**src/rtl/alu_issue_wb_if.sv**
```systemverilog
// Handshake, ALU operand/result and debug bus for the alu_issue_wb sequencer.
// slave = the sequencer; master = the instruction source, ALU model and debug reader.
interface alu_issue_wb_if #(
    parameter int DATA_W = 5,
    parameter int ADDR_W = 2
);
    logic              in_valid;
    logic              in_ready;
    logic [1:0]        in_op;
    logic [ADDR_W-1:0] in_rd;
    logic [ADDR_W-1:0] in_rs1;
    logic [ADDR_W-1:0] in_rs2;
    logic [DATA_W-1:0] in_imm;
    logic [DATA_W-1:0] alu_a;
    logic [DATA_W-1:0] alu_b;
    logic [1:0]        alu_op;
    logic [DATA_W-1:0] alu_r;
    logic              alu_cf;
    logic              alu_sf;
    logic              alu_zf;
    logic [2:0]        flags;
    logic              done;
    logic [ADDR_W-1:0] dbg_addr;
    logic [DATA_W-1:0] dbg_data;

    modport slave (
        input  in_valid, in_op, in_rd, in_rs1, in_rs2, in_imm,
        input  alu_r, alu_cf, alu_sf, alu_zf, dbg_addr,
        output in_ready, alu_a, alu_b, alu_op, flags, done, dbg_data
    );

    modport master (
        output in_valid, in_op, in_rd, in_rs1, in_rs2, in_imm,
        output alu_r, alu_cf, alu_sf, alu_zf, dbg_addr,
        input  in_ready, alu_a, alu_b, alu_op, flags, done, dbg_data
    );
endinterface

```
**src/rtl/alu_issue_wb.sv**
```systemverilog
// Issue/writeback sequencer and register file around a combinational 5-bit ALU.
// Optional macro ALU_ISSUE_ZERO_REG_EN hardwires register 0 to zero.
module alu_issue_wb #(
    parameter int DATA_W = 5,
    parameter int ADDR_W = 2,
    parameter int NREG   = 2 ** ADDR_W
) (
    input  logic          clk,
    input  logic          rst_n,
    alu_issue_wb_if.slave bus
);
    typedef enum logic [1:0] {
        IDLE = 2'd0,
        EXEC = 2'd1,
        WB   = 2'd2
    } state_t;

    state_t            state_r;
    logic [1:0]        op_r;
    logic [ADDR_W-1:0] rd_r;
    logic [ADDR_W-1:0] rs1_r;
    logic [ADDR_W-1:0] rs2_r;
    logic [DATA_W-1:0] imm_r;
    logic [DATA_W-1:0] result_r;
    logic [2:0]        flags_r;
    logic              done_r;
    logic              ready_r;
    logic [DATA_W-1:0] regs_r [NREG];

    // Register read port shared by both operands and the debug port.
    function automatic logic [DATA_W-1:0] read_reg(input logic [ADDR_W-1:0] addr);
        logic [DATA_W-1:0] val_s;
`ifdef ALU_ISSUE_ZERO_REG_EN
        if (addr == {ADDR_W{1'b0}}) begin
            val_s = {DATA_W{1'b0}};
        end else begin
            val_s = regs_r[addr];
        end
`else
        val_s = regs_r[addr];
`endif
        return val_s;
    endfunction

    // Operands follow the latched fields, so they hold steady outside EXEC.
    assign bus.alu_a    = read_reg(rs1_r);
    assign bus.alu_b    = read_reg(rs2_r);
    assign bus.alu_op   = op_r;
    assign bus.dbg_data = read_reg(bus.dbg_addr);
    assign bus.in_ready = ready_r;
    assign bus.done     = done_r;
    assign bus.flags    = flags_r;

    // Sequencer FSM, latched instruction, result/flags capture and register file.
    always_ff @(posedge clk or negedge rst_n) begin
        if (!rst_n) begin
            state_r  <= IDLE;
            op_r     <= 2'b00;
            rd_r     <= {ADDR_W{1'b0}};
            rs1_r    <= {ADDR_W{1'b0}};
            rs2_r    <= {ADDR_W{1'b0}};
            imm_r    <= {DATA_W{1'b0}};
            result_r <= {DATA_W{1'b0}};
            flags_r  <= 3'b000;
            done_r   <= 1'b0;
            ready_r  <= 1'b1;
            for (int i = 0; i < NREG; i++) begin
                regs_r[i] <= {DATA_W{1'b0}};
            end
        end else begin
            case (state_r)
                IDLE: begin
                    done_r <= 1'b0;
                    if (bus.in_valid && ready_r) begin
                        op_r    <= bus.in_op;
                        rd_r    <= bus.in_rd;
                        rs1_r   <= bus.in_rs1;
                        rs2_r   <= bus.in_rs2;
                        imm_r   <= bus.in_imm;
                        ready_r <= 1'b0;
                        state_r <= EXEC;
                    end else begin
                        ready_r <= 1'b1;
                        state_r <= IDLE;
                    end
                end
                EXEC: begin
                    // LDI bypasses the ALU and leaves the flags alone.
                    if (op_r == 2'b11) begin
                        result_r <= imm_r;
                    end else begin
                        result_r <= bus.alu_r;
                        flags_r  <= {bus.alu_cf, bus.alu_sf, bus.alu_zf};
                    end
                    done_r  <= 1'b1;
                    ready_r <= 1'b0;
                    state_r <= WB;
                end
                WB: begin
`ifdef ALU_ISSUE_ZERO_REG_EN
                    if (rd_r != {ADDR_W{1'b0}}) begin
                        regs_r[rd_r] <= result_r;
                    end else begin
                        regs_r[rd_r] <= {DATA_W{1'b0}};
                    end
`else
                    regs_r[rd_r] <= result_r;
`endif
                    done_r  <= 1'b0;
                    ready_r <= 1'b1;
                    state_r <= IDLE;
                end
                default: begin
                    done_r  <= 1'b0;
                    ready_r <= 1'b1;
                    state_r <= IDLE;
                end
            endcase
        end
    end
endmodule

```
**src/flat_wrapper.sv**
```systemverilog
// flat-port wrapper written by rule: the top's interface ports become plain ports
module alu_issue_wb_flat 
#(
    parameter int DATA_W = 5,
    parameter int ADDR_W = 2,
    parameter int NREG   = 2 ** ADDR_W
)
  (clk, rst_n, bus_in_valid, bus_in_op, bus_in_rd, bus_in_rs1, bus_in_rs2, bus_in_imm, bus_alu_r, bus_alu_cf, bus_alu_sf, bus_alu_zf, bus_dbg_addr, bus_in_ready, bus_alu_a, bus_alu_b, bus_alu_op, bus_flags, bus_done, bus_dbg_data);
  alu_issue_wb_if #(.DATA_W(DATA_W), .ADDR_W(ADDR_W)) bus_i ();
  input  logic clk;
  input  logic rst_n;
  input wire logic [$bits(bus_i.in_valid)-1:0] bus_in_valid;
  input wire logic [$bits(bus_i.in_op)-1:0] bus_in_op;
  input wire logic [$bits(bus_i.in_rd)-1:0] bus_in_rd;
  input wire logic [$bits(bus_i.in_rs1)-1:0] bus_in_rs1;
  input wire logic [$bits(bus_i.in_rs2)-1:0] bus_in_rs2;
  input wire logic [$bits(bus_i.in_imm)-1:0] bus_in_imm;
  input wire logic [$bits(bus_i.alu_r)-1:0] bus_alu_r;
  input wire logic [$bits(bus_i.alu_cf)-1:0] bus_alu_cf;
  input wire logic [$bits(bus_i.alu_sf)-1:0] bus_alu_sf;
  input wire logic [$bits(bus_i.alu_zf)-1:0] bus_alu_zf;
  input wire logic [$bits(bus_i.dbg_addr)-1:0] bus_dbg_addr;
  output wire logic [$bits(bus_i.in_ready)-1:0] bus_in_ready;
  output wire logic [$bits(bus_i.alu_a)-1:0] bus_alu_a;
  output wire logic [$bits(bus_i.alu_b)-1:0] bus_alu_b;
  output wire logic [$bits(bus_i.alu_op)-1:0] bus_alu_op;
  output wire logic [$bits(bus_i.flags)-1:0] bus_flags;
  output wire logic [$bits(bus_i.done)-1:0] bus_done;
  output wire logic [$bits(bus_i.dbg_data)-1:0] bus_dbg_data;
  assign bus_i.in_valid = bus_in_valid;
  assign bus_i.in_op = bus_in_op;
  assign bus_i.in_rd = bus_in_rd;
  assign bus_i.in_rs1 = bus_in_rs1;
  assign bus_i.in_rs2 = bus_in_rs2;
  assign bus_i.in_imm = bus_in_imm;
  assign bus_i.alu_r = bus_alu_r;
  assign bus_i.alu_cf = bus_alu_cf;
  assign bus_i.alu_sf = bus_alu_sf;
  assign bus_i.alu_zf = bus_alu_zf;
  assign bus_i.dbg_addr = bus_dbg_addr;
  assign bus_in_ready = bus_i.in_ready;
  assign bus_alu_a = bus_i.alu_a;
  assign bus_alu_b = bus_i.alu_b;
  assign bus_alu_op = bus_i.alu_op;
  assign bus_flags = bus_i.flags;
  assign bus_done = bus_i.done;
  assign bus_dbg_data = bus_i.dbg_data;
  alu_issue_wb #(.DATA_W(DATA_W), .ADDR_W(ADDR_W), .NREG(NREG)) u_core (.clk(clk), .rst_n(rst_n), .bus(bus_i));
endmodule
```
**config.mk**
```make
export PLATFORM = sky130hd
export DESIGN_NAME = alu_issue_wb_flat
export DESIGN_NICKNAME = d
export VERILOG_FILES = /design/src/rtl/alu_issue_wb_if.sv /design/src/rtl/alu_issue_wb.sv /design/src/flat_wrapper.sv
export SDC_FILE = /design/constraint.sdc
export NUM_CORES = 1
export LEC_CHECK = 0
export ABC_CLOCK_PERIOD_IN_PS = 2100
export BUFFER_PORTS_ARGS = -buffer_cell sky130_fd_sc_hd__buf_2
export CORE_MARGIN = 8
export CORE_UTILIZATION = 45
export CTS_CLUSTER_SIZE = 24
export DETAILED_ROUTE_END_ITERATION = 7
export PLACE_DENSITY = 0.71
export SYNTH_ARGS = -nofsm -noshare
export SYNTH_HDL_FRONTEND = slang
export SYNTH_SLANG_ARGS = --single-unit
```
**constraint.sdc**
```tcl
create_clock -name clk -period 2.1 [get_ports clk]
set_clock_uncertainty 0.1 [all_clocks]
set_input_delay 0.21 -clock clk [delete_from_list [all_inputs] [get_ports clk]]
set_output_delay 0.21 -clock clk [all_outputs]
set_load 0.01 [all_outputs]
```
==> results of run 1 <==
==> logic make-up (layout without fill, tap and decap cells) <==
family / Yosys count / count (layout) / share of synthesized area (%)
buffers and inverters: 6 / 59 / 1.678
and+or+nand+nor: 15 / 15 / 6.056
DFF: 44 / 44 / 52.82
AOI/OAI and AO/OA: 6 / 6 / 1.438
muxes: 56 / 56 / 38.01
==> power groups by stage <==
stage	clock [mW]	sequential [mW]	combinational [mW]
floorplan	0	1.61	1.24
global placement	0	1.74	1.61
detailed placement	0	1.78	1.67
CTS	0.643	1.77	1.67
global route	0.667	1.85	1.78
finish	0.623	1.77	1.63
==> metal layers <==
metal | GRT usage [%] | share of wire [%] | up-vias
met3 | 4.883 | 8.4 | 9
met4 | 7.064 | 1.8 | 0
li1 | - | - | 586
met1 | 15.43 | 42 | 649
met2 | 20.96 | 48 | 57
met5 | 0 | 0 | -
==> cells in the mapped netlist (all sizes together) <==
cell type and instances:
nor3 1, mux4 15, nand4b 1, dfstp 1, mux2i 5, mux2 36, dfrtp 43, and4bb 2
nand2 8, nor4b 1, buf 5, nand2b 1, or2 1, o21ai 5, a21oi 1, inv 1
==> cells in the final DEF, fill, tap and decap left out, types with 2 or more instances in the layout <==
cell	n
buf_2	47
dfrtp_1	43
mux2_2	36
mux4_2	15
nand2_1	8
mux2i_1	5
o21ai_0	5
clkbuf_8	5
and4bb_4	2
clkbuf_1	2
==> final cells by class <==
type	instances	area [sq um]	share of cell area (%)
clock buffer	7	76.32	3.053
timing repair buffer	50	272.8	10.91
tap	52	65.06	2.603
inverter	1	3.754	0.1502
sequential	44	1102	44.09
multi-input combinational	77	949.7	37.99
clock inverter	1	30.03	1.201
==> what timing repair did <==
| action | in CTS | in global routing |
|---|---|---|
| gates resized for setup | 0 | 0 |
| endpoints found under the hold margin | 21 | 0 |
| hold buffers | 1 | 0 |
| setup endpoints to repair | 0 | 0 |
==> state kept, by name, summed over array words and instances, names as in the netlist, 2 cells and up <==
| register | flops |
|---|---|
| u_core.rs1_r | 2 |
| u_core.regs_r | 20 |
| u_core.rd_r | 2 |
| u_core.rs2_r | 2 |
| u_core.bus.alu_op | 2 |
| u_core.bus.flags | 3 |
| u_core.imm_r | 5 |
| u_core.result_r | 5 |
==> final timing paths <==
check,start,to,slack (ns),cells after the start
worst max-delay path,u_core.rs2_r[0],bus_alu_b[4],0.21,2
worst min-delay path,bus_in_imm[0],u_core.imm_r[0],0.04,2
worst max register to register,u_core.state_r[0],u_core.regs_r[19],0.52,2
worst min register to register,u_core.bus.flags[1],u_core.bus.flags[1],0.40,1
max in group asynchronous,rst_n,u_core.bus.in_ready,0.99,3
min in group asynchronous,rst_n,u_core.regs_r[11],0.32,2
==> metrics by stage <==
stage | std cells | power (mW)
6_report | 232 | 4.022
5_1_grt | 232 | 4.293
4_1_cts | 232 | 4.085
3_5_place_dp | 223 | 3.451
3_3_place_gp | 223 | 3.344
2_1_floorplan | 127 | 2.846
==> metrics, run 1 <==
CP Buf/Inv Count 1; final worst slack 0.2095 ns; RSZ-0062 raised after global routing no; H-tree levels 2; Worst Setup Start Kind register; HP Class input pin to register; Gate power share 40.6%; FMAX 0.5290 GHz; TritonCTS clock tree yes; DIE HEIGHT 84.10 microns; Total Nets Final 205; crit path max fanout 6; Synth top area share 51.56%; total number of vias 1301; Slew Viols, Final 0; synth warn 0; routability cong. 0.7307; FF+latch count, synth 44; std cell rows 24; WHS 0.04129 ns; CP top delay family flip-flops; slowest cell on the critical path dfrtp_1; Die Area 0.007073 sq mm; CP Class register to output pin; PortBufs 47; vias in the first global route 1440; Finished Core Util 56.63%; critical path's largest stage delay 0.58 ns; largest cells by area after synthesis dfrtp_1 (52%), mux2_2 (19%), mux4_2 (16%); Max Root-Sink Buffers 2; post-synthesis cell area 0.002087 sq mm; dpl cell area 0.002384 sq mm; final hold viol count 0; CTS Sinks 44; area delta synth->final 19.78%; grt ovf 0; post-route ant nets 0; HPWL Detailed 3411 microns; initial DRC count 45; largest net degree at the start of global routing 24; run status finished clean; Synth cell types 17; clk root buf clkbuf_8; post-DR wirelength/cell 19.23 microns; final setup fails 0; pwr dens 1609 mW/mm^2; IO Count 48; P_leak 1.151 nW; initial antenna violation count 0; setup slack after placement 0.5068 ns; setup TNS 0 ns; DRC violations left 0; Mapped Nets 153; Syn Inst Count 127; sequential power share 44.0%; minimum clock period 1.891 ns; setup bufs post-CTS 0; crit-path cells mux4_2 > buf_2; measured slew at the worst slew-check pin 0.5279 ns; Pint 2.647 mW; drt total wl 4461 microns; 1st-pass router iterations 4; clk_lat worst skew 0.29 ns; # fillers 371; Design Area, Final 0.002500 sq mm; register area share after synthesis 52.82%; NetSw 1.376 mW; clock buffer count from CTS 5; clk slew on worst S/H paths 0.08 ns; starting density of the core 47.28%; crit end category output pin; Max Cap Viol 0; final critical-path share of the clock period 90.02%; mean cell area of the mapped netlist 16.43 sq um; CP arrival 1.58 ns; area leader, netlist dfrtp_1; global-route total usage across every layer 13.31%; Core ar. 0.004414 sq mm; Die W 84.10 microns; share of layout cells above drive strength 1 62.78%; Clk pwr share 15.5%; Sw Share 34.20%; Vias/cell 5.608; worst rel slew slack 64.81%; maximum vdd drop 0.6702 mV; ANT cells 0; Critical Path RT 1.79 ns; first-pass GRT wire length 7403 microns
No activity file was read; power rests on OpenSTA's default activity.
==> inputs of run 2 (changes only) <==
--- a/config.mk
+++ b/config.mk
@@ -7,4 +7,3 @@
 export LEC_CHECK = 0
-export ABC_CLOCK_PERIOD_IN_PS = 2100
-export BUFFER_PORTS_ARGS = -buffer_cell sky130_fd_sc_hd__buf_2
+export ABC_CLOCK_PERIOD_IN_PS = 1950
 export CORE_MARGIN = 8
@@ -13,3 +12,4 @@
 export DETAILED_ROUTE_END_ITERATION = 7
-export PLACE_DENSITY = 0.71
+export DONT_BUFFER_PORTS = 1
+export PLACE_DENSITY = 0.62
 export SYNTH_ARGS = -nofsm -noshare
==> constraint.sdc (replaced) <==
create_clock -name clk -period 1.95 [get_ports clk]
set_clock_uncertainty 0.1 [all_clocks]
set_input_delay 0.195 -clock clk [delete_from_list [all_inputs] [get_ports clk]]
set_output_delay 0.195 -clock clk [all_outputs]
set_load 0.02 [all_outputs]
==> run 2 against run 1 <==
- sequential power grew 12%
- die area stayed put
- flip-flop and latch count is the same
- via count is 11% lower
- clock-buffer cell count decreased by 1
- combinational power about the same
- utilization fell by 1.5 points
- final area decreased by 2.7%
- sequential share of layout area up 1.2 points
- critical path depth decreased by 1
- first-iteration DRC count rose by 29%
- hold slack worse by 0.022 ns
==> metrics, run 2 (same netlist as run 1, synthesis figures left out) <==
drt total wl 4044 microns; Sequential Area 0.001102 sq mm; slowest cell on the critical path mux4_2; HP Class input pin to register; starting density of the core 47.28%; critical path's largest stage delay 0.65 ns; Max Root-Sink Buffers 2; first-pass GRT wire length 6630 microns; RSZ-0062 raised after global routing no; Worst Setup Start Kind register; maximum vdd drop 0.7677 mV; initial antenna violation count 0; post-route ant nets 0; IO Count 48; most common cell after layout, fill and taps aside dfrtp_1; vias in the first global route 1270; setup bufs post-CTS 0; final setup fails 0; crit end category output pin; global-route total usage across every layer 11.98%; most frequent cells in the layout dfrtp_1 (43), mux2_2 (36), dlygate4sd3_1 (17); CTS Sinks 44; Critical Path RT 1.65 ns; max reg flops 20; TritonCTS clock tree yes; Die Area 0.007073 sq mm; P_leak 1.030 nW; pwr dens 1760 mW/mm^2; final hold viol count 0; DIE HEIGHT 84.10 microns; H-tree levels 2; worst rel slew slack 69.72%; post-DR wirelength/cell 20.02 microns; Biggest register u_core.regs_r; std cell rows 24; 1st-pass router iterations 4; top flop regs u_core.regs_r: 20 flops, u_core.imm_r: 5 flops, u_core.result_r: 5 flops; # fillers 363; clk_lat worst skew 0.29 ns; placed insts 176; CP top delay family multiplexers; Layout Cells excl Fill 202; Vias/cell 5.762; Slew Viols, Final 0; CP Class register to output pin; Core ar. 0.004414 sq mm; Post-CTS Resized 0; PortBufs 0; clock buffer count from CTS 5; Max Cap Viol 0; HPWL Detailed 2975 microns; Total Nets Final 175; clk root buf clkbuf_8; FMAX 0.5550 GHz; minimum clock period 1.802 ns; run status finished clean; share of layout cells above drive strength 1 45.33%; setup TNS 0 ns; measured slew at the worst slew-check pin 0.4543 ns; area of the multi-input gates 949.7 sq um; largest net degree at the start of global routing 45; DRC violations left 0; CP arrival 1.51 ns; grt ovf 0; final critical-path share of the clock period 92.41%; area delta synth->final 16.61%; routability cong. 0.7237; crit path max fanout 6; Die W 84.10 microns; # hold bufs at CTS 18; initial DRC count 58; crit-path cells mux4_2; clk slew on worst S/H paths 0.08 ns; total number of vias 1164; CP Buf/Inv Count 0; ANT cells 0
[run 2: per-stage QoR]
step                hold slack [ns]  area [sq um]  total power, mW  setup slack, ns  utilization (%)
floorplan                   -0.2006          2087            3.319           0.3472                -
detailed placement          -0.1987          2136            3.629           0.2415            48.38
CTS                        0.009282          2434            4.350           0.1104            55.13
global placement            -0.1983          2136            3.558           0.2754            48.38
global route                0.03178          2434            4.558          0.06343            55.13
finish                      0.01970          2434            4.282           0.1480            55.13
[run 2: layout make-up]
cell class	count	area share [%]
well taps	52	2.674
clock inverters	2	1.440
flip-flops and latches	44	45.30
multi-input cells	77	39.02
inverters	1	0.1542
repair buffers	20	8.432
clock buffers	6	2.982
[run 2: final timing paths]
kind                            startpoint             endpoint  slack [ns]  cells past startpoint
max                        u_core.rs1_r[0]         bus_alu_a[4]        0.15                      1
min reg2reg                u_core.imm_r[0]      u_core.imm_r[0]        0.41                      1
min in group asynchronous            rst_n     u_core.regs_r[0]        0.27                      2
max in group asynchronous            rst_n  u_core.bus.in_ready        1.22                      2
min                           bus_alu_r[3]   u_core.result_r[3]        0.02                      2
max reg2reg                u_core.bus.done  u_core.bus.flags[2]        0.24                      4
[run 2: routing by layer]
metal / vias to the layer above / part of all wire [%] / GRT usage (%)
met5: - / 0 / 0
met4: 0 / 0.79 / 4.553
met3: 2 / 7.4 / 5.859
met2: 34 / 51 / 19.22
met1: 601 / 40 / 13.37
li1: 527 / - / -
[run 2: where the power goes]
| part | internal [mW] | leakage [nW] | total, mW | switching (mW) |
|---|---|---|---|---|
| combinational | 0.911 | 0.436 | 1.64 | 0.729 |
| clock | 0.380 | 0.0552 | 0.660 | 0.280 |
| sequential | 1.37 | 0.538 | 1.98 | 0.609 |
